**config.mk**
```make
export PLATFORM = sky130hd
export DESIGN_NAME = device_event_scanner_flat
export DESIGN_NICKNAME = d
export VERILOG_FILES = /design/src/rtl/device_event_scanner_if.sv /design/src/rtl/device_event_scanner.sv /design/src/flat_wrapper.sv
export SDC_FILE = /design/constraint.sdc
export NUM_CORES = 1
export LEC_CHECK = 0
export CAP_MARGIN = 5
export CORE_MARGIN = 10
export CORE_UTILIZATION = 54
export DETAILED_ROUTE_END_ITERATION = 10
export MAX_ROUTING_LAYER = met4
export PLACE_DENSITY_LB_ADDON = 0.08
export SLEW_MARGIN = 20
export SYNTH_ARGS = -nofsm -noshare
export SYNTH_HDL_FRONTEND = slang
export SYNTH_SLANG_ARGS = --single-unit
```
**constraint.sdc**
```tcl
create_clock -name clk -period 12.7 [get_ports clk]
set_clock_uncertainty 0.05 [all_clocks]
set_input_delay 1.27 -clock clk [delete_from_list [all_inputs] [get_ports clk]]
set_output_delay 1.27 -clock clk [all_outputs]
set_load 0.02 [all_outputs]
```
**src/rtl/device_event_scanner_if.sv**
```systemverilog
// Device level lines into the scanner and the count commands it issues to the monitor.
// The master side belongs to the scanner; the slave side is the environment driving devices.
interface device_event_scanner_if #(
  parameter int unsigned N_DEV = 8
);
  localparam int unsigned CNT_W = 8;

  logic [N_DEV-1:0] dev_active;
  logic             change;
  logic             on_off;
  logic             busy;
  logic [CNT_W-1:0] active_cnt;

  modport master (
    input  dev_active,
    output change,
    output on_off,
    output busy,
    output active_cnt
  );

  modport slave (
    output dev_active,
    input  change,
    input  on_off,
    input  busy,
    input  active_cnt
  );
endinterface

```
**src/rtl/device_event_scanner.sv**
```systemverilog
// Converts per-device level changes into one change/on_off command per clock,
// serviced round-robin so simultaneous changes are reported fairly.
module device_event_scanner #(
  parameter int unsigned N_DEV = 8,
  parameter int unsigned PTR_W = 3
) (
  input  logic                   clk,
  input  logic                   rst,
  device_event_scanner_if.master bus
);

  localparam int unsigned CNT_W = 8;

  logic [N_DEV-1:0] dev_q;
  logic [N_DEV-1:0] rep;
  logic [N_DEV-1:0] pending;
  logic [N_DEV-1:0] pending_after;
  logic [PTR_W-1:0] ptr;
  logic [PTR_W-1:0] ptr_nxt;
  logic [PTR_W-1:0] grant_idx;
  logic             grant_vld;
  logic             grant_level;

  logic             change_r;
  logic             on_off_r;
  logic             busy_r;
  logic [CNT_W-1:0] active_cnt_r;

  // A device is pending while its sampled level differs from what was last reported.
  assign pending = dev_q ^ rep;

  // Round-robin search: first pending device at or after ptr, wrapping once.
  always_comb begin
    int unsigned idx;
    grant_vld = 1'b0;
    grant_idx = '0;
    idx       = 0;
    for (int unsigned k = 0; k < N_DEV; k++) begin
      idx = (k + 32'(ptr)) % N_DEV;
      if (!grant_vld && pending[PTR_W'(idx)]) begin
        grant_vld = 1'b1;
        grant_idx = PTR_W'(idx);
      end
    end
  end

  assign grant_level = dev_q[grant_idx];

  // Pending set once this cycle's grant has been reported; drives busy.
  always_comb begin
    pending_after = pending;
    if (grant_vld) begin
      pending_after[grant_idx] = 1'b0;
    end
  end

  always_comb begin
    if (32'(grant_idx) == N_DEV - 1) begin
      ptr_nxt = '0;
    end else begin
      ptr_nxt = grant_idx + PTR_W'(1);
    end
  end

  always_ff @(posedge clk) begin
    if (rst) begin
      dev_q        <= '0;
      rep          <= '0;
      ptr          <= '0;
      change_r     <= 1'b0;
      on_off_r     <= 1'b0;
      busy_r       <= 1'b0;
      active_cnt_r <= '0;
    end else begin
      dev_q  <= bus.dev_active;
      busy_r <= |pending_after;
      if (grant_vld) begin
        rep[grant_idx] <= grant_level;
        ptr            <= ptr_nxt;
        change_r       <= 1'b1;
        on_off_r       <= grant_level;
        // Bounded 0..N_DEV by construction: an off command implies a reported on.
        if (grant_level) begin
          active_cnt_r <= active_cnt_r + CNT_W'(1);
        end else begin
          active_cnt_r <= active_cnt_r - CNT_W'(1);
        end
      end else begin
        change_r <= 1'b0;
        on_off_r <= 1'b0;
      end
    end
  end

  assign bus.change     = change_r;
  assign bus.on_off     = on_off_r;
  assign bus.busy       = busy_r;
  assign bus.active_cnt = active_cnt_r;

endmodule

```
**src/flat_wrapper.sv**
```systemverilog
// flat-port wrapper written by rule: the top's interface ports become plain ports
module device_event_scanner_flat 
#(
  parameter int unsigned N_DEV = 8,
  parameter int unsigned PTR_W = 3
)
  (clk, rst, bus_dev_active, bus_change, bus_on_off, bus_busy, bus_active_cnt);
  device_event_scanner_if #(.N_DEV(N_DEV)) bus_i ();
  input  logic clk;
  input  logic rst;
  input wire logic [$bits(bus_i.dev_active)-1:0] bus_dev_active;
  output wire logic [$bits(bus_i.change)-1:0] bus_change;
  output wire logic [$bits(bus_i.on_off)-1:0] bus_on_off;
  output wire logic [$bits(bus_i.busy)-1:0] bus_busy;
  output wire logic [$bits(bus_i.active_cnt)-1:0] bus_active_cnt;
  assign bus_i.dev_active = bus_dev_active;
  assign bus_change = bus_i.change;
  assign bus_on_off = bus_i.on_off;
  assign bus_busy = bus_i.busy;
  assign bus_active_cnt = bus_i.active_cnt;
  device_event_scanner #(.N_DEV(N_DEV), .PTR_W(PTR_W)) u_core (.clk(clk), .rst(rst), .bus(bus_i));
endmodule
```
; ---- Word level (Yosys, flattened, before mapping)
; Cells that the tools add are included.
[classes]
n_addsub = 10
n_lt_le_gt_ge = 10
eq_ne = 1
mux = 41
bitwise_logic = 4
n_reduce_logical = 17
[ops]
columns = operator, count
row1 = "3-bit by 4-bit < comparator with 1-bit output, second input constant", 9
row2 = 1-bit binary-select mux with 3-bit select, 9
row3 = 3-bit two-way mux, 9
row4 = 1-bit two-way mux, 19
row5 = 8-bit two-way mux, 2
row6 = "3-bit adder, first input constant", 4
row7 = "8-bit by 1-bit adder with 8-bit output, second input constant", 1
row8 = 8-bit bitwise AND, 1
row9 = 8-bit bitwise mux, 1
row10 = 1-bit logical AND, 8
row11 = 8-bit NOT, 1
row12 = 8-bit OR reduction, 1
row13 = "8-bit by 1-bit subtractor with 8-bit output, second input constant", 1
row14 = 8-bit XOR, 1
row15 = 1-bit zero test, 7
row16 = "2-bit by 3-bit adder with 3-bit output, first input constant", 2
row17 = "1-bit by 3-bit adder with 3-bit output, first input constant", 1
row18 = "3-bit by 1-bit adder with 3-bit output, second input constant", 1
row19 = 1-bit demux with 3-bit select, 1
row20 = "3-bit == test, second input constant", 1
row21 = "3-bit by 1-bit greater-or-equal comparator with 1-bit output, second input constant", 1
row22 = 2-bit OR reduction, 1
row23 = 1-bit NOT, 1
[totals]
ff_bits = 30
in_bits = 10
wordCells = 90

; ---- Longest topological paths before layout
; Gate-level depths: netlist (run 1).
[depth]
ltp_word = 33
depth_mapped = 21
mapped_depth_nobuf = 18

; ---- Least setup slack after synthesis (run 1)
; No wires, ideal clock.
[synth_timing]
path_kind = register -> register
from = register u_core.ptr[1]
to = register u_core.active_cnt_r[6], in the netlist u_core.bus.active_cnt[6]
setup_ps = 131
arrival_time_ps = 5427
t_required_ps = 12519
slack_ps = 7092
path_stages_with_launch = 22
path_buffers = 4
cell_sequence = dfxtp_1 -> buf_2 -> clkinv_1 -> ha_1 -> clkbuf_1 -> mux4_2 -> mux2_4 -> or4_4 -> o22a_1 -> a21o_1 -> buf_6 -> a221o_1 -> and3_1 -> clkbuf_1 -> nor2_1 -> xor2_1 -> ha_1 -> or3_1 -> or3_1 -> nor3_1 -> o21ai_0 -> nor3b_1
[synth_via]
elab_chain_len = 27
elab_cells_between_ends = 56
[synth_rtl]
columns = item, line_no
row1 = start: declaration, device_event_scanner.sv:18  ; logic [PTR_W-1:0] ptr;
row2 = start signal: assignment, device_event_scanner.sv:79  ; ptr <= ptr_nxt;
row3 = "parallel branches: the longest is 27 deep, another holds 1-bit by 3-bit adder with 3-bit output", -
row4 = end signal: assignment, device_event_scanner.sv:84  ; active_cnt_r <= active_cnt_r + CNT_W'(1);
row5 = end signal: assignment, device_event_scanner.sv:86  ; active_cnt_r <= active_cnt_r - CNT_W'(1);
row6 = end: declaration, device_event_scanner.sv:27  ; logic [CNT_W-1:0] active_cnt_r;
; Parallel ways; which one is timed is not known. The select of a mux whose other input is x is not followed.
; A chain may end at the register's enable or synchronous reset.

; ---- Worst setup path in the final report (run 1)
[layout_timing]
from = register u_core.ptr[0]
to = register u_core.active_cnt_r[6], in the netlist u_core.bus.active_cnt[6]
; Same word-level chain as after synthesis.

==> run summary, run 1 <==
FF-to-FF setup slack = 6250 ps
Number of global-route vias before repair = 2178
Yosys reg bits = 30
Clk Latency, worst-skew pair = 290 ps
Total CTS buffers = 5
Post-CTS Hold Buffers = 0
Capturing element type of the critical path = flop
Simple-gate share of the synthesized area = 24.2%
Startpoint types = flop
CTS Sinks = 30
Primary FF master, synth = dfxtp_1
ANT cells = 0
Buffers on Ports = 20
Average wire per cell in the routed design = 18.1 um
Mapped Area = 0.00251 mm^2
Syn Inst Count = 292
Drt initial violations = 290
Nets = 320
Layout cell share with drive strength beyond 1 = 9.12%
Max Freq = 155 MHz
Unrepaired setup endpoints after global routing = false
HPWL after detailed placement = 4.95 mm
# rows = 24
Synthesized Nets = 306
Sequential share of the synthesized area = 23.9%
Die Wd = 88.2 um
Worst Hold Class = flop to flop
Post-synthesis xor/xnor area fraction = 7.67%
Reg clk slew, reported paths = 70 ps
Relative slew slack = 37.9%
Final cycle utilization of the critical path = 50.8%
Avg Inst Size Synth = 8.61 um^2
Number of flops mapped to enable cells by yosys = 0
Fin. max-slew vios = 0
Die Ht = 88.2 um
Final Hold Viols = 0
Area delta synth->final = 11.8%
DR vias = 2343
GP Congestion = 0.960
Setup TNS Final = 0 ps
TritonCTS clock tree = done
Post-Route WL = 6.50 mm
Crit path time final = 6450 ps
Status = complete, no violations
Synth Area in Compound Gates = 18.0%
Total grt overflow = 0
Max Cap Viol = 0
Setup Crit Path Kind = flop to flop
CTS root buf = clkbuf_8
Final setup vio count = 0
Clock tree buffer depth = 2
Core area = 0.00444 mm^2
Post-Synth Adder-Cell Area = 1.99%
PostCTS Resize Cnt = 0
Worst Max-Slew Pin Slew = 930 ps
Vias per cell = 6.53
I/O pins = 21
Initial core utilization = 56.6%
Initial antenna violation count = 0
Yosys Warn Count = 0
Mux cell area share after synthesis = 20.3%
Synth unique cells = 58
Routed Antenna Nets = 0
First-pass GRT wire length = 10.8 mm
Residual DRC = 0
H-tree levels = 2
Worst Path Max Fanout = 22
Arrival time worst endpoint = 6580 ps
GRT Resource Usage Total = 17.9%
Worst EP required = 12830 ps
DR pass1 iterations = 4
Largest family of logic cells by synthesized area = simple AND/OR/NAND/NOR gates
Largest net degree at the start of global routing = 33
Die Area = 0.00778 mm^2
Fraction of registers with async set/reset = 0%
Number of post-CTS setup repair buffers = 0
## synth_stat cells (2+ instances only)
cell	instances	area, um^2
dfxtp_1	30	601
nand2_1	26	97.6
nor2_1	20	75.1
mux2i_1	18	180
nor2b_1	13	81.3
o21ai_0	13	65.1
a21oi_1	12	60.1
nand3_1	12	60.1
nor3_1	12	60.1
xor2_1	12	105
mux4_2	10	225
xnor2_1	10	87.6
clkbuf_1	8	30.0
and2_1	6	37.5
inv_1	5	18.8
nor3b_1	5	37.5
o22ai_1	5	31.3
a211oi_1	4	30.0
ha_1	4	50.1
o2111ai_1	4	35.0
or3_1	4	25.0
a21o_1	3	22.5
and3_1	3	18.8
buf_2	3	15.0
nand3b_1	3	22.5
o211ai_1	3	22.5
o221ai_1	3	26.3
or4_1	3	22.5
a211o_1	2	17.5
a221o_1	2	20.0
a2bb2oi_1	2	17.5
buf_6	2	22.5
mux2_4	2	30.0
mux4_1	2	52.6
o22a_1	2	17.5
or2_2	2	12.5
## through the flow
stage / instances / utilization, % / worst slack, ps / hold WS, ps / instance area [um^2]
after floorplan: 292 / - / 7090 / 423 / 2510
after global placement: 351 / 61.1 / 6470 / 460 / 2720
after detailed placement: 351 / 61.1 / 6320 / 464 / 2720
after CTS: 359 / 63.2 / 6320 / 479 / 2810
after global routing: 359 / 63.2 / 5760 / 514 / 2810
final: 359 / 63.2 / 6250 / 482 / 2810
## state kept, by name, summed over array words and instances (netlist names)
register,cells
u_core.bus.change,1
u_core.dev_q,8
u_core.bus.busy,1
u_core.ptr,3
u_core.rep,8
u_core.bus.on_off,1
u_core.bus.active_cnt,8
## layout make-up
cell class | count | area (um^2)
inverter | 7 | 26.3
clock buffer | 6 | 82.6
fill | 381 | 1630
multi-input combinational | 241 | 1820
sequential | 30 | 601
clock inverter | 2 | 12.5
tap | 52 | 65.1
timing repair buffer | 21 | 208
## layer usage
| layer | vias to the layer above | GRT usage, % | wire [um] |
|---|---|---|---|
| met2 | 97 | 26.3 | 2860 |
| met3 | 29 | 4.04 | 323 |
| li1 | 1121 | - | - |
| met1 | 1096 | 22.8 | 3060 |
| met4 | 0 | 8.22 | 250 |
| met5 | - | - | 0 |
## layout by cell type, fill, tap and decap left out, types with 12 or more instances in the layout
cell,synthesis,layout
nand2_1,26,26
mux2i_1,18,18
dfxtp_1,30,30
nand3_1,12,12
a21oi_1,12,12
nor3_1,12,12
xor2_1,12,12
o21ai_0,13,13
nor2b_1,13,13
clkdlybuf4s50_1,0,20
nor2_1,20,20
## critical path: stages, from the launching register on
cell	delay, ps
dfxtp_1	930
inv_2	290
ha_1	620
mux4_2	610
mux2_4	310
or4_4	520
a211o_1	230
o211ai_1	400
o2111ai_1	300
and3_1	330
nor2_1	280
xor2_1	110
ha_1	230
or3_1	380
or3_1	310
nor3_1	180
o21ai_0	110
nor3b_1	140
## cell families (layout without fill, tap and decap cells)
group,Yosys count,in the layout
and+or+nand+nor,116,116
AOI/OAI and AO/OA,65,65
muxes,34,34
DFF,30,30
xor gates and xnor gates,22,22
buffers and inverters,21,36
adders and majority gates,4,4
## final timing paths
| path | startpoint | cells past startpoint | to |
|---|---|---|---|
| hold reg to reg | u_core.rep[3] | 2 | u_core.rep[3] |
| setup reg to reg | u_core.ptr[0] | 17 | u_core.bus.active_cnt[6] |
| setup / recovery | u_core.ptr[0] | 17 | u_core.bus.active_cnt[6] |
| hold / removal | u_core.rep[3] | 2 | u_core.rep[3] |
Power of run 1 is left out: the tool's default activity adds up to more than one toggle a clock period on the data nets, which glitch-free logic cannot reach.
==> inputs of run 2 (changes only) <==
- CORE_UTILIZATION: 54 -> 53
- clock period: 12.7 -> 5.5 ns (I/O delays scaled with it)
==> run summary, run 2 (same netlist as run 1, synthesis figures left out) <==
CP Cell Sequence = clkinv_1 -> ha_1 -> buf_4 -> mux4_2 -> mux2_4 -> or4_4 -> o22a_1 -> a21o_1 -> a221o_1 -> and3_1 -> nor2_1 -> xor2_1 -> ha_1 -> or3_1 -> or3_1 -> nor3_1 -> o21ai_0 -> nor3b_1 (was inv_2 -> ha_1 -> mux4_2 -> mux2_4 -> or4_4 -> a211o_1 -> o211ai_1 -> o2111ai_1 -> and3_1 -> nor2_1 -> xor2_1 -> ha_1 -> or3_1 -> or3_1 -> nor3_1 -> o21ai_0 -> nor3b_1)
Final setup vio count = 0 (unchanged)
Final cycle utilization of the critical path = 94.1% (was 50.8%)
Fin. max-slew vios = 0 (unchanged)
HPWL after detailed placement = 5.41 mm (was 4.95 mm)
Core area = 0.00447 mm^2 (was 0.00444 mm^2)
Final Hold Viols = 0 (unchanged)
Post-Route WL = 6.91 mm (was 6.50 mm)
DR pass1 iterations = 5 (was 4)
Source of the worst hold timing path = u_core.rep[3] (unchanged)
GRT Resource Usage Total = 19.1% (was 17.9%)
R2R Path End = u_core.bus.active_cnt[6] (unchanged)
Setup TNS Final = 0 ps (unchanged)
CP peak stage delay = 520 ps (was 930 ps)
Register area = 601 um^2 (unchanged)
Number of global-route vias before repair = 2219 (was 2178)
Drt initial violations = 296 (was 290)
Worst Hold Class = flop to flop (unchanged)
Clk Latency, worst-skew pair = 290 ps (about the same)
Initial antenna violation count = 0 (unchanged)
Nets = 336 (was 320)
Crit path buf inv count = 2 (was 1)
Crit path time final = 5180 ps (was 6450 ps)
First-pass GRT wire length = 11.5 mm (was 10.8 mm)
Largest net degree at the start of global routing = 33 (unchanged)
Number of post-CTS setup repair buffers = 0 (unchanged)
Layout cell share with drive strength beyond 1 = 13.3% (was 9.12%)
Total CTS buffers = 5 (unchanged)
Area delta synth->final = 16.4% (was 11.8%)
CTS Sinks = 30 (unchanged)
Die Wd = 88.9 um (was 88.2 um)
# rows = 24 (unchanged)
Clock tree buffer depth = 2 (unchanged)
Slowest stage cell, crit path = or4_4 (was dfxtp_1)
Capturing element type of the critical path = flop (unchanged)
Unrepaired setup endpoints after global routing = false (unchanged)
Max Freq = 193 MHz (was 155 MHz)
Total grt overflow = 0 (unchanged)
Average wire per cell in the routed design = 18.4 um (was 18.1 um)
FF-to-FF setup slack = 320 ps (was 6250 ps)
# fillers = 380 (was 381)
Worst EP required = 5620 ps (was 12830 ps)
Die Ht = 88.9 um (was 88.2 um)
Worst hold path depth = 2 (unchanged)
Post-CTS Hold Buffers = 0 (unchanged)
Cells on worst reg2reg path = 18 (was 17)
Most frequent cells in the layout = 30 x dfxtp_1, 26 x nand2_1, 20 x nor2_1, 20 x clkdlybuf4s50_1, 18 x mux2i_1 (unchanged)
Endpoint of the worst hold path = u_core.rep[3] (unchanged)
Reg clk slew, reported paths = 70 ps (about the same)
Top delay family on crit path = simple AND/OR/NAND/NOR gates (unchanged)
TritonCTS clock tree = done (unchanged)
Startpoint types = flop (unchanged)
PostCTS Resize Cnt = 0 (unchanged)
Area of the multi-input gates = 0.00182 mm^2 (unchanged)
Arrival time worst endpoint = 5300 ps (was 6580 ps)
DR vias = 2411 (was 2343)
Max Cap Viol = 0 (unchanged)
Initial core utilization = 56.2% (was 56.6%)
Vias per cell = 6.43 (was 6.53)
Residual DRC = 0 (unchanged)
Commonest non-fill, non-tap cell in the layout = dfxtp_1 (unchanged)
Worst r2r src = u_core.ptr[1] (was u_core.ptr[0])
Die Area = 0.00790 mm^2 (was 0.00778 mm^2)
H-tree levels = 2 (unchanged)
GP Congestion = 1.09 (was 0.960)
Worst Path Max Fanout = 10 (was 22)
CTS root buf = clkbuf_8 (unchanged)
Setup Crit Path Kind = flop to flop (unchanged)
ANT cells = 0 (unchanged)
Buffers on Ports = 20 (unchanged)
Routed Antenna Nets = 0 (unchanged)
I/O pins = 21 (unchanged)
Relative slew slack = 55.3% (was 37.9%)
Status = complete, no violations (unchanged)
Worst Max-Slew Pin Slew = 665 ps (was 930 ps)
[run 2: cell count changes in the layout (fill, tap and decap cells not counted)]
cell,before,now
clkbuf_1,0,1
clkinvlp_4,1,0
buf_4,1,17
[run 2: worst max path at each step]
stage | start | to | cells past startpoint
6_report | u_core.ptr[1] | u_core.bus.active_cnt[6] | 18
5_1_grt | u_core.rep[6] | u_core.bus.active_cnt[6] | 16
4_1_cts | u_core.ptr[1] | u_core.bus.active_cnt[6] | 18
3_5_place_dp | u_core.ptr[1] | u_core.bus.active_cnt[6] | 18
3_3_place_gp | u_core.ptr[0] | u_core.bus.active_cnt[6] | 16
2_1_floorplan | u_core.ptr[1] | u_core.bus.active_cnt[6] | 21
[run 2: per-layer routing]
| metal | global-route usage [%] | wire length, um | up-vias |
|---|---|---|---|
| li1 | - | - | 1147 |
| met1 | 24.6 | 3130 | 1128 |
| met2 | 29.0 | 3130 | 116 |
| met3 | 3.86 | 471 | 20 |
| met4 | 7.05 | 170 | 0 |
| met5 | - | 0 | - |
[run 2: area by class of cell]
type                    count  share of cell area, %
multi-input cells         241                   62.0
flip-flops and latches     30                   20.5
repair buffers             37                   11.2
clock buffers               7                   2.95
well taps                  52                   2.22
inverters                   7                  0.898
clock inverters             1                  0.171
[run 2: worst reg2reg max path: stages, from the launching register on]
cell and delay [ps]:
dfxtp_1 340, clkinv_1 80, ha_1 330, buf_4 190
mux4_2 360, mux2_4 330, or4_4 520, o22a_1 270
a21o_1 300, a221o_1 410, and3_1 260, nor2_1 180
xor2_1 90, ha_1 220, or3_1 390, or3_1 320
nor3_1 180, o21ai_0 110, nor3b_1 140
[run 2: metrics by stage]
stage / setup slack (ps) / hold WS, ps / area (um^2) / std cells / util (%)
final: 322 / 472 / 2930 / 375 / 65.4
after global routing: 11.0 / 486 / 2930 / 375 / 65.4
after CTS: 349 / 472 / 2910 / 373 / 65.1
after detailed placement: 370 / 464 / 2820 / 365 / 63.0
after global placement: 493 / 453 / 2820 / 365 / 63.0
after floorplan: 21.3 / 423 / 2510 / 292 / -
Power of run 2 is left out for the same reason.
